[src/rtl/uart_rx_fifo.sv]
// Receive-side byte buffer behind the UART receiver.
// Captures each character once, stores {fe, byte} in a circular FIFO, and exposes a first-word-fall-through read port.
module uart_rx_fifo #(
    parameter int DEPTH = 16,
    parameter int AW    = 4
) (
    input  logic          clk,
    input  logic          clr,
    input  logic          rdrf,
    input  logic [7:0]    rx_data,
    input  logic          fe,
    output logic          rdrf_clr,
    input  logic          rd_en,
    output logic [7:0]    rd_data,
    output logic          rd_fe,
    output logic          empty,
    output logic          full,
    output logic [AW:0]   count,
    output logic          ovf,
    input  logic          ovf_clr
);

    typedef enum logic [0:0] {
        IDLE = 1'b0,
        ACK  = 1'b1
    } state_t;

    localparam logic [AW:0]   FULL_CNT = (AW + 1)'(DEPTH);
    localparam logic [AW:0]   CNT_ONE  = (AW + 1)'(1);
    localparam logic [AW-1:0] PTR_ONE  = AW'(1);

    state_t        state_r;
    state_t        state_s;
    logic          wr_req_s;
    logic          wr_ok_s;
    logic          rd_ok_s;
    logic          drop_s;
    logic          empty_s;
    logic          full_s;
    logic [AW-1:0] wp_r;
    logic [AW-1:0] rp_r;
    logic [AW:0]   count_r;
    logic [AW:0]   count_s;
    logic          ovf_r;
    logic [8:0]    mem_r [DEPTH];
    logic [8:0]    head_s;

    assign empty_s = (count_r == {(AW + 1){1'b0}});
    assign full_s  = (count_r == FULL_CNT);
    // Full is judged on the pre-edge count, so a capture while full drops even if a pop frees a slot.
    assign wr_ok_s = wr_req_s & ~full_s;
    assign drop_s  = wr_req_s & full_s;
    assign rd_ok_s = rd_en & ~empty_s;
    assign head_s  = mem_r[rp_r];

    // Capture FSM next-state: one capture per rdrf assertion.
    always_comb begin
        state_s  = state_r;
        wr_req_s = 1'b0;
        case (state_r)
            IDLE: begin
                if (rdrf) begin
                    wr_req_s = 1'b1;
                    state_s  = ACK;
                end else begin
                    state_s  = IDLE;
                end
            end
            ACK: begin
                if (!rdrf) begin
                    state_s = IDLE;
                end else begin
                    state_s = ACK;
                end
            end
            default: state_s = IDLE;
        endcase
    end

    // Occupancy next value: write-only increments, read-only decrements.
    always_comb begin
        count_s = count_r;
        case ({wr_ok_s, rd_ok_s})
            2'b10:   count_s = count_r + CNT_ONE;
            2'b01:   count_s = count_r - CNT_ONE;
            default: count_s = count_r;
        endcase
    end

    // Control state, pointers, occupancy and sticky overflow.
    always_ff @(posedge clk or posedge clr) begin
        if (clr) begin
            state_r <= IDLE;
            wp_r    <= {AW{1'b0}};
            rp_r    <= {AW{1'b0}};
            count_r <= {(AW + 1){1'b0}};
            ovf_r   <= 1'b0;
        end else begin
            state_r <= state_s;
            count_r <= count_s;
            if (wr_ok_s) begin
                wp_r <= wp_r + PTR_ONE;
            end
            if (rd_ok_s) begin
                rp_r <= rp_r + PTR_ONE;
            end
            if (drop_s) begin
                ovf_r <= 1'b1;
            end else if (ovf_clr) begin
                ovf_r <= 1'b0;
            end
        end
    end

    // Entry storage; contents survive reset.
    always_ff @(posedge clk) begin
        if (wr_ok_s) begin
            mem_r[wp_r] <= {fe, rx_data};
        end
    end

    assign rdrf_clr = (state_r == ACK);
    assign rd_data  = empty_s ? 8'h00 : head_s[7:0];
    assign rd_fe    = empty_s ? 1'b0  : head_s[8];
    assign empty    = empty_s;
    assign full     = full_s;
    assign count    = count_r;
    assign ovf      = ovf_r;

endmodule

[config.mk]
export PLATFORM = sky130hd
export DESIGN_NAME = uart_rx_fifo
export DESIGN_NICKNAME = d
export VERILOG_FILES = /design/src/rtl/uart_rx_fifo.sv
export SDC_FILE = /design/constraint.sdc
export NUM_CORES = 1
export LEC_CHECK = 0
export ABC_AREA = 1
export ABC_CLOCK_PERIOD_IN_PS = 2360
export CAP_MARGIN = 20
export CORE_MARGIN = 5
export CORE_UTILIZATION = 57
export DETAILED_ROUTE_END_ITERATION = 7
export GPL_ROUTABILITY_DRIVEN = 0
export HOLD_SLACK_MARGIN = 0.12
export PLACE_DENSITY = 0.76
export SLEW_MARGIN = 15
export SYNTH_ARGS = -nofsm -noshare
export SYNTH_HDL_FRONTEND = slang
export SYNTH_SLANG_ARGS = --single-unit
export TNS_END_PERCENT = 10
[constraint.sdc]
create_clock -name clk -period 2.36 [get_ports clk]
set_input_delay 0.354 -clock clk [delete_from_list [all_inputs] [get_ports clk]]
set_output_delay 0.354 -clock clk [all_outputs]
set_load 0.03 [all_outputs]
==> results.tsv, run 1 <==
stage	metric	value	unit
cells_and_area	drive_above_1_share	18.26	%
route	routed_wl	16400	um
clock_tree	cts-buffers-inserted	17	
setup_path	crit_type	reg -> out	
power_and_ir_drop	p_leak	0.003357	uW
clock_tree	ctsHoldBuffers	0	
setup_path	critical_path_required	2010	ps
timing	post-route-min-period	2331	ps
route	remaining_drc_errors	0	
place	dpl_cell_area	0.007380	mm2
timing	slew_viol_final	0	
status	status	finished clean	
timing	timing.slew.headroom	59.78	%
clock_tree	clk_root_buffer_cell	clkbuf_16	
clock_tree	cts.sinks	159	
setup_path	cp_data_arrival_time	1980	ps
floorplan	placementRows	39	
synthesis	synth_warnings	0	
synthesis	syn-num-nets	636	
floorplan	io_pins	32	
power_and_ir_drop	finalPower	10730	uW
clock_tree	cts_tree	yes	
synthesis	yosysUniqueCellTypes	25	
synthesis	synth.cell_area	0.006764	mm2
timing	grt_setup_unrepaired	yes	
worst_hold_path	min_path_type	in -> async	
floorplan	dieArea	0.01415	mm2
timing	skew	6.419	ps
cells_and_area	final_util	72.20	%
timing	setup_violations	0	
setup_path	timing.rr.start	count[1]	
timing	worstMarginPinSlew	602.6	ps
global_routing	grt_usage	22.87	%
place	post-dp-hpwl	9938	um
timing	whs	312.7	ps
route	ant_nets	0	
cells_and_area	area_growth	22.92	%
timing	fin_crit_sh	98.77	%
route	avgViaCountPerCell	5.714	
cells_and_area	n_antenna_cell	0	
flow_run	cap_violations	0	
place	numPortBuffers	31	
setup_path	end_kind	primary output	
route	routedWlPerCell	19.44	um
global_routing	grt_pass1_wl	24520	um
route	num_vias	4823	
floorplan	core_area	0.01152	mm2
setup_path	cp-start-kind	flop	
setup_path	rr_worst_depth	16	
synthesis	synthCells	614	
clock_tree	clock_latency	420	ps
floorplan	dieWidth	118.9	um
cells_and_area	fin_area	0.008314	mm2
power_and_ir_drop	peakVddDrop	0.7605	mV
clock_tree	clk_pin_slew	60	ps
route	initialDrtViolationCount	573	
cells_and_area	fillers	777	
route	firstDrtPassIters	5	
global_routing	antenna_found_initial	0	
cells_and_area	nets	710	
timing	fmax	429.0	MHz
timing	hold_viol_final	0	
setup_path	cp-startpoint	rp_r[0]	
power_and_ir_drop	power_density	1290	mW/mm2
clock_tree	htreeDepth	4	
floorplan	die_h	118.9	um
setup_path	cp_max_fo	9	
synthesis	ys_ff_latch	159	
floorplan	initial_utilization	58.74	%
global_routing	first_global_vias	4541	
clock_tree	clockBufferDepth	2	
synthesis	seq_area_frac_synth	69.48	%
global_routing	grt_max_degree	38	
global_routing	grt_overflow_total	0	
synthesis	avgSynthCellArea	11.02	um2
-- path summary, 6_finish.rpt --
path                                   end  slack [ps]
worst min register to register         ovf         550
worst min-delay path              count[2]         310
worst max register to register    count[4]         170
max in group asynchronous          rp_r[0]        1620
min in group clk                  rdrf_clr         410
worst max-delay path            rd_data[5]          30
-- layer usage --
metal,up-vias,part of all wire (%),track usage (%)
met5,-,0,0
met4,0,1.8,7.820
met3,27,9.3,6.066
met2,267,49,35.42
met1,2300,40,31.78
li1,2229,-,-
-- critical path: stages (launching register included) --
cell	delay, ps
dfrtp_2	410
buf_12	160
clkinv_16	80
clkbuf_16	150
nand2_1	60
a21oi_1	210
a21oi_1	120
nor2_2	170
buf_4	180
-- synthesized netlist by cell type --
| library cell | instances | area share [%] |
|---|---|---|
| nand3b_1 | 1 | 0.11 |
| inv_1 | 33 | 1.8 |
| edfxtp_1 | 144 | 64 |
| clkinv_1 | 1 | 0.055 |
| a21oi_1 | 45 | 3.3 |
| nor2_2 | 1 | 0.093 |
| nand4_1 | 2 | 0.18 |
| xnor2_1 | 1 | 0.13 |
| nand3_1 | 52 | 3.8 |
| dfrtp_1 | 15 | 5.5 |
| buf_4 | 2 | 0.22 |
| o21ai_0 | 15 | 1.1 |
| buf_1 | 2 | 0.11 |
| xor2_1 | 7 | 0.91 |
| o21ai_1 | 1 | 0.074 |
| inv_2 | 4 | 0.22 |
| ha_1 | 8 | 1.5 |
| nor2_1 | 28 | 1.6 |
| o22ai_1 | 1 | 0.093 |
| buf_2 | 10 | 0.74 |
| nor3_1 | 2 | 0.15 |
| buf_6 | 7 | 1.2 |
| nand2_1 | 228 | 13 |
| clkbuf_1 | 3 | 0.17 |
| nor2_8 | 1 | 0.30 |
-- kinds of logic (layout without fill, tap and decap cells) --
kind of cell	after synthesis	count (layout)	share of synthesized area, %
xor gates and xnor gates	8	8	1.036
buffers and inverters	62	149	4.513
and+or+nand+nor	315	315	18.89
AOI/OAI and AO/OA	62	62	4.606
DFF	159	159	69.48
adders and majority gates	8	8	1.480
-- sequential cells by signal, indices dropped and copies added (netlist names) --
| name | flops |
|---|---|
| count | 5 |
| wp_r | 4 |
| ovf | 1 |
| rp_r | 4 |
| rdrf_clr | 1 |
| mem_r | 144 |
-- cell type report --
type	instances	area (um2)	share of cell area, %
timing repair buffer	79	808.3	9.722
sequential	159	4701	56.54
multi-input combinational	393	1911	22.98
clock inverter	8	65.06	0.7825
inverter	38	168.9	2.032
clock buffer	24	481.7	5.794
tap	143	178.9	2.152
-- stage by stage --
step / instances / worst slack, ps / setup TNS (ps)
2_1_floorplan: 614 / 220.7 / 0
5_1_grt: 844 / -41.02 / -131.8
6_report: 844 / 29.01 / 0
3_3_place_gp: 802 / 138.5 / 0
3_5_place_dp: 802 / -9.467 / -9.467
4_1_cts: 834 / -51.73 / -65.11
-- cell usage in the layout (no fill, tap or decap), drive strengths merged, types with 2 or more instances in the layout --
master / synthesis / layout
nand3: 52 / 52
clkdlybuf4s50: 0 / 20
dfrtp: 15 / 15
nor3: 2 / 2
ha: 8 / 8
edfxtp: 144 / 144
buf: 21 / 53
nand2: 228 / 228
dlygate4sd2: 0 / 2
clkbuf: 3 / 28
xor2: 7 / 7
clkinv: 1 / 8
nor2: 30 / 30
nand4: 2 / 2
o21ai: 16 / 16
a21oi: 45 / 45
inv: 37 / 36
-- timing repair --
action	4_1_cts	5_1_grt
cloned	0	6
setup buffers	0	4
endpoints found under the hold margin	0	0
setup endpoints to repair	10	12
pin swaps	0	11
gates resized for setup	9	52
-- report_power, final --
part | switching [uW] | total, uW | leakage (uW) | internal (uW)
registers | 159 | 3470 | 0.00148 | 3310
logic | 3000 | 4720 | 0.00161 | 1720
clock network | 1010 | 2530 | 0.000269 | 1520
total | 4170 | 10700 | 0.00336 | 6550
Note: power is estimated with default switching activity, not from simulation.
==> run 2: changes to the inputs <==
HOLD_SLACK_MARGIN = 0.02   (was 0.12)
SKIP_LAST_GASP = 1   (was default)
==> run 2 against run 1 <==
The flow now finishes with violations (negative setup slack); sequential share of layout area is 0.79 points higher; critical path depth shrank 1; global-route usage hardly changed; register-to-register slack about the same; worst setup slack worse by 48 ps; worst hold slack worse by 1.3 ps; sequential power rose by 1%; critical endpoint unchanged; clock-buffer cell count is the same; maximum frequency fell by 2.0%; cell count shrank 0.36%.
==> results.tsv, run 2 (synthesized netlist as in run 1, its figures left out) <==
stage	metric	value	unit
cells_and_area	drive_above_1_share	16.19	%
setup_path	critical_path_required	2010	ps
flow_run	cap_violations	0	
timing	setup_violations	3	
power_and_ir_drop	p_switching	4064	uW
route	routed_wl	16130	um
clock_tree	ctsHoldBuffers	0	
setup_path	end_kind	primary output	
floorplan	die_h	118.9	um
setup_path	slowest_stage	dfrtp_2	
setup_path	ff2ff_setup_slack	170	ps
power_and_ir_drop	p_int	6416	uW
power_and_ir_drop	p_leak	0.003335	uW
power_and_ir_drop	peakVddDrop	0.7480	mV
floorplan	dieArea	0.01415	mm2
setup_path	crit_type	reg -> out	
floorplan	io_pins	32	
timing	worstMarginPinSlew	605.9	ps
cells_and_area	area_growth	21.24	%
place	dpl_cell_area	0.007380	mm2
setup_path	rr_worst_depth	16	
setup_path	timing.rr.end	count[4]	
clock_tree	clockBufferDepth	2	
clock_tree	cts-buffers-inserted	17	
place	numPortBuffers	31	
global_routing	antenna_found_initial	0	
cells_and_area	fin_area	0.008200	mm2
global_routing	grt_max_degree	38	
timing	slew_viol_final	0	
cells_and_area	n_antenna_cell	0	
floorplan	core_area	0.01152	mm2
timing	post-route-min-period	2379	ps
route	avgViaCountPerCell	5.725	
cells_and_area	largest_register_ffs	144	
timing	skew	11.16	ps
route	firstDrtPassIters	5	
clock_tree	cts.sinks	159	
cells_and_area	layout_commonest_cell	nand2_1	
timing	fmax	420.3	MHz
clock_tree	clk_root_buffer_cell	clkbuf_16	
cells_and_area	nets	707	
route	remaining_drc_errors	0	
route	routedWlPerCell	19.17	um
setup_path	timing.rr.start	count[1]	
status	violations	negative setup slack	
setup_path	cp_data_arrival_time	2030	ps
cells_and_area	layout_common_cells	nand2_1 (224), edfxtp_1 (144), nand3_1 (44)	
floorplan	dieWidth	118.9	um
place	post-dp-hpwl	9938	um
global_routing	grt_pass1_wl	24510	um
route	initialDrtViolationCount	530	
global_routing	first_global_vias	4520	
power_and_ir_drop	pwr-share-comb	42.3	%
setup_path	path_buf_inv	3	
setup_path	crit_family	buffers and inverters	
power_and_ir_drop	seq_power_share	33.5	%
global_routing	grt_overflow_total	0	
clock_tree	htreeDepth	4	
worst_hold_path	min_path_type	in -> async	
clock_tree	clock_latency	420	ps
cells_and_area	top_register	mem_r	
global_routing	grt_usage	22.88	%
setup_path	cpPeakStageDelay	520	ps
floorplan	initial_utilization	58.74	%
setup_path	cp_max_fo	9	
timing	grt_setup_unrepaired	yes	
timing	timing.slew.headroom	59.56	%
clock_tree	clk_pin_slew	60	ps
setup_path	crit_chain	inv_8 -> clkbuf_16 -> nand2_1 -> a21oi_1 -> a21oi_1 -> nor2_2 -> buf_4	
power_and_ir_drop	p_clk_share	24.2	%
setup_path	cpMostUsedCell	a21oi_1	
clock_tree	cts_tree	yes	
timing	fin_ws	-19.44	ps
place	pre_cts_ws	-9.467	ps
timing	hold_viol_final	0	
status	status	complete, but fails checks	
power_and_ir_drop	sw_frac_of_total	38.77	%
route	ant_nets	0	
route	num_vias	4815	
power_and_ir_drop	power_density	1278	mW/mm2
setup_path	cp-start-kind	flop	
timing	fin_crit_sh	100.8	%
floorplan	placementRows	39	
-- run 2: power groups by stage --
stage                     sequential (uW)  combinational [uW]  clock [uW]
final                                3510                4440        2540
after global routing                 3530                4830        2690
after CTS                            3480                3830        2560
after detailed placement             3540                3800           0
after global placement               3530                3710           0
after floorplan                      3580                2530           0
-- run 2: worst max path at each step --
stage / slack [ps] / end / from / depth (start not counted)
2_1_floorplan: 220 / count[4] / count[1] / 16
3_3_place_gp: 140 / count[4] / rdrf / 16
3_5_place_dp: -9 / count[4] / rdrf / 16
4_1_cts: -150 / rd_data[0] / rp_r[0] / 8
5_1_grt: -110 / rd_data[2] / rp_r[0] / 9
6_report: -20 / rd_data[5] / rp_r[0] / 7
-- run 2: repair_timing --
action	4_1_cts	5_1_grt
endpoints found under the setup margin	10	13
cloned	0	6
gates resized for setup	1	42
pin swaps	0	7
buffers inserted	0	1
-- run 2: area by class of cell --
class	instances	area, um2
fillers	801	3316
multi-input cells	393	1863
clock buffers	24	481.7
repair buffers	76	760.7
flip-flops and latches	159	4701
clock inverters	8	65.06
well taps	143	178.9
inverters	38	150.1
-- run 2: per-stage QoR --
step | util (%) | std cells | setup TNS (ps) | hold slack [ps] | total power [uW]
global route | 71.21 | 841 | -612.6 | 345.6 | 11050
CTS | 68.82 | 834 | -631.1 | 319.2 | 9881
finish | 71.21 | 841 | -50.15 | 311.5 | 10480
detailed placement | 64.08 | 802 | -9.467 | 541.3 | 7340
global placement | 64.08 | 802 | 0 | 525.1 | 7244
floorplan | - | 614 | 0 | 255.5 | 6106
-- run 2: per-layer routing --
layer  vias to the layer above  track usage (%)  wire [um]
met3                        35            6.256       1542
met4                         0            7.820        432
met1                      2301            31.94       6438
met5                         -                0          0
met2                       255            35.13       7712
li1                       2224                -          -
==> run 3: changes to the inputs <==
==> constraint.sdc (replaced) <==
create_clock -name clk -period 2.36 [get_ports clk]
set_input_delay 0.354 -clock clk [delete_from_list [all_inputs] [get_ports clk]]
set_output_delay 0.354 -clock clk [all_outputs]
set_load 0.02 [all_outputs]
==> run 3 against run 2 <==
The flow still finishes with violations (negative setup slack); core utilization shrank 1.7 points; total power fell by 4.8%; first-iteration DRC count up 37%; clock-buffer cell count shrank 7; flip-flop and latch count stayed put; global-route usage is 0.83 points higher; cell area fell by 2.4%; register-to-register slack got worse by 100 ps; sequential share of layout area rose by 1.4 points; critical path type unchanged; largest power group unchanged.
==> results.tsv, run 3 (synthesized netlist as in run 1, its figures left out) <==
stage	metric	value	unit
cells_and_area	largest_register_ffs	144	
global_routing	grt_pass1_wl	25450	um
timing	finalSetupTns	-46.37	ps
setup_path	cp_data_arrival_time	2050	ps
timing	setup_violations	1	
cells_and_area	layout_commonest_cell	nand2_1	
clock_tree	htreeDepth	4	
floorplan	die_h	118.9	um
power_and_ir_drop	pwr-share-comb	38.2	%
global_routing	grt_max_degree	44	
cells_and_area	final_util	69.52	%
power_and_ir_drop	p_switching	3865	uW
clock_tree	clk_root_buffer_cell	clkbuf_16	
timing	fin_ws	-46.37	ps
route	routedWlPerCell	19.57	um
power_and_ir_drop	p_int	6113	uW
setup_path	critical_path_required	2010	ps
clock_tree	clk_pin_slew	60	ps
place	dpl_cell_area	0.007417	mm2
floorplan	dieWidth	118.9	um
clock_tree	clock_latency	430	ps
global_routing	grt_usage	23.72	%
cells_and_area	fin_area	0.008006	mm2
global_routing	first_global_vias	4688	
clock_tree	cts-buffers-inserted	17	
floorplan	dieArea	0.01415	mm2
power_and_ir_drop	p_leak	0.003251	uW
setup_path	end_kind	primary output	
setup_path	rr_worst_depth	16	
timing	slew_viol_final	0	
power_and_ir_drop	p_clk_share	26.7	%
timing	whs	311.7	ps
route	remaining_drc_errors	0	
timing	post-route-min-period	2406	ps
power_and_ir_drop	seq_power_share	35.1	%
timing	hold_viol_final	0	
flow_run	cap_violations	0	
floorplan	io_pins	32	
cells_and_area	top_register	mem_r	
setup_path	crit_type	reg -> out	
cells_and_area	nets	699	
timing	worstMarginPinSlew	787.0	ps
route	routed_wl	16300	um
power_and_ir_drop	power_density	1246	mW/mm2
floorplan	initial_utilization	58.74	%
timing	fin_crit_sh	102.0	%
cells_and_area	n_antenna_cell	0	
power_and_ir_drop	peakVddDrop	0.8652	mV
setup_path	ff2ff_setup_slack	70	ps
clock_tree	cts.sinks	159	
cells_and_area	layout_common_cells	nand2_1 (227), edfxtp_1 (144), nand3_1 (52)	
setup_path	cp-start-kind	flop	
timing	timing.slew.headroom	47.37	%
cells_and_area	fillers	809	
floorplan	placementRows	39	
setup_path	cp_max_fo	17	
worst_hold_path	min_path_type	in -> async	
timing	grt_setup_unrepaired	yes	
route	ant_nets	0	
route	firstDrtPassIters	5	
floorplan	core_area	0.01152	mm2
timing	fmax	415.6	MHz
clock_tree	cts_tree	yes	
setup_path	timing.rr.start	count[1]	
place	post-dp-hpwl	10200	um
route	initialDrtViolationCount	724	
route	num_vias	4761	
clock_tree	clockBufferDepth	2	
place	numPortBuffers	31	
power_and_ir_drop	finalPower	9978	uW
global_routing	antenna_found_initial	0	
timing	skew	9.476	ps
route	avgViaCountPerCell	5.715	
setup_path	timing.rr.end	count[4]	
status	violations	negative setup slack	
status	status	complete, but fails checks	
power_and_ir_drop	sw_frac_of_total	38.74	%
cells_and_area	area_growth	18.37	%
global_routing	grt_overflow_total	0	
cells_and_area	drive_above_1_share	12.46	%
==> run 3: worst max-delay path by stage <==
stage                        start         end
after floorplan           count[1]    count[4]
after global placement     rp_r[1]  rd_data[2]
after detailed placement      rdrf    count[4]
after CTS                  rp_r[0]  rd_data[6]
after global routing       rp_r[0]  rd_data[1]
final                      rp_r[0]  rd_data[1]
==> run 3: power by group through the flow <==
stage / logic, uW / clock network, uW / registers, uW
after floorplan: 2390 / 0 / 3550
after global placement: 3730 / 0 / 3530
after detailed placement: 3800 / 0 / 3540
after CTS: 3820 / 2680 / 3480
after global routing: 4170 / 2810 / 3530
final: 3810 / 2660 / 3500
==> run 3: per-layer routing <==
| metal | GRT usage (%) | routed length [um] | share of wire (%) | up-vias |
|---|---|---|---|---|
| li1 | - | - | - | 2202 |
| met1 | 32.77 | 6515 | 40 | 2280 |
| met2 | 37.90 | 8015 | 49 | 262 |
| met3 | 5.877 | 1569 | 9.6 | 17 |
| met4 | 6.662 | 204 | 1.3 | 0 |
| met5 | 0 | 0 | 0 | - |
==> run 3: final cells by class <==
| class | instances | area, um2 | share of cell area [%] |
|---|---|---|---|
| clock buffers | 17 | 425.4 | 5.313 |
| clock inverters | 15 | 146.4 | 1.828 |
| inverters | 38 | 150.1 | 1.875 |
| multi-input cells | 393 | 1772 | 22.13 |
| flip-flops and latches | 159 | 4701 | 58.71 |
| well taps | 143 | 178.9 | 2.235 |
| repair buffers | 68 | 633.1 | 7.907 |
==> run 3: what timing repair did <==
action,CTS,global route
pin swaps,1,1
buffers inserted,2,0
hold buffers,0,0
endpoints found under the setup margin,11,11
gates resized for setup,17,21
==> run 3: worst max-delay path, stage by stage, from the launching register on <==
cell and delay (ps):
dfrtp_2 480, inv_4 130, buf_12 150, nand2_1 50, nand3_1 60, nand3_1 120, nand3_1 110, nand2_1 100
nor2_1 90, dlygate4sd2_1 340
==> run 3: stage by stage <==
step,cells,setup slack (ps)
floorplan,614,278.3
global placement,799,0.6413
detailed placement,799,-64.69
CTS,833,-93.10
global route,833,-123.0
finish,833,-46.37
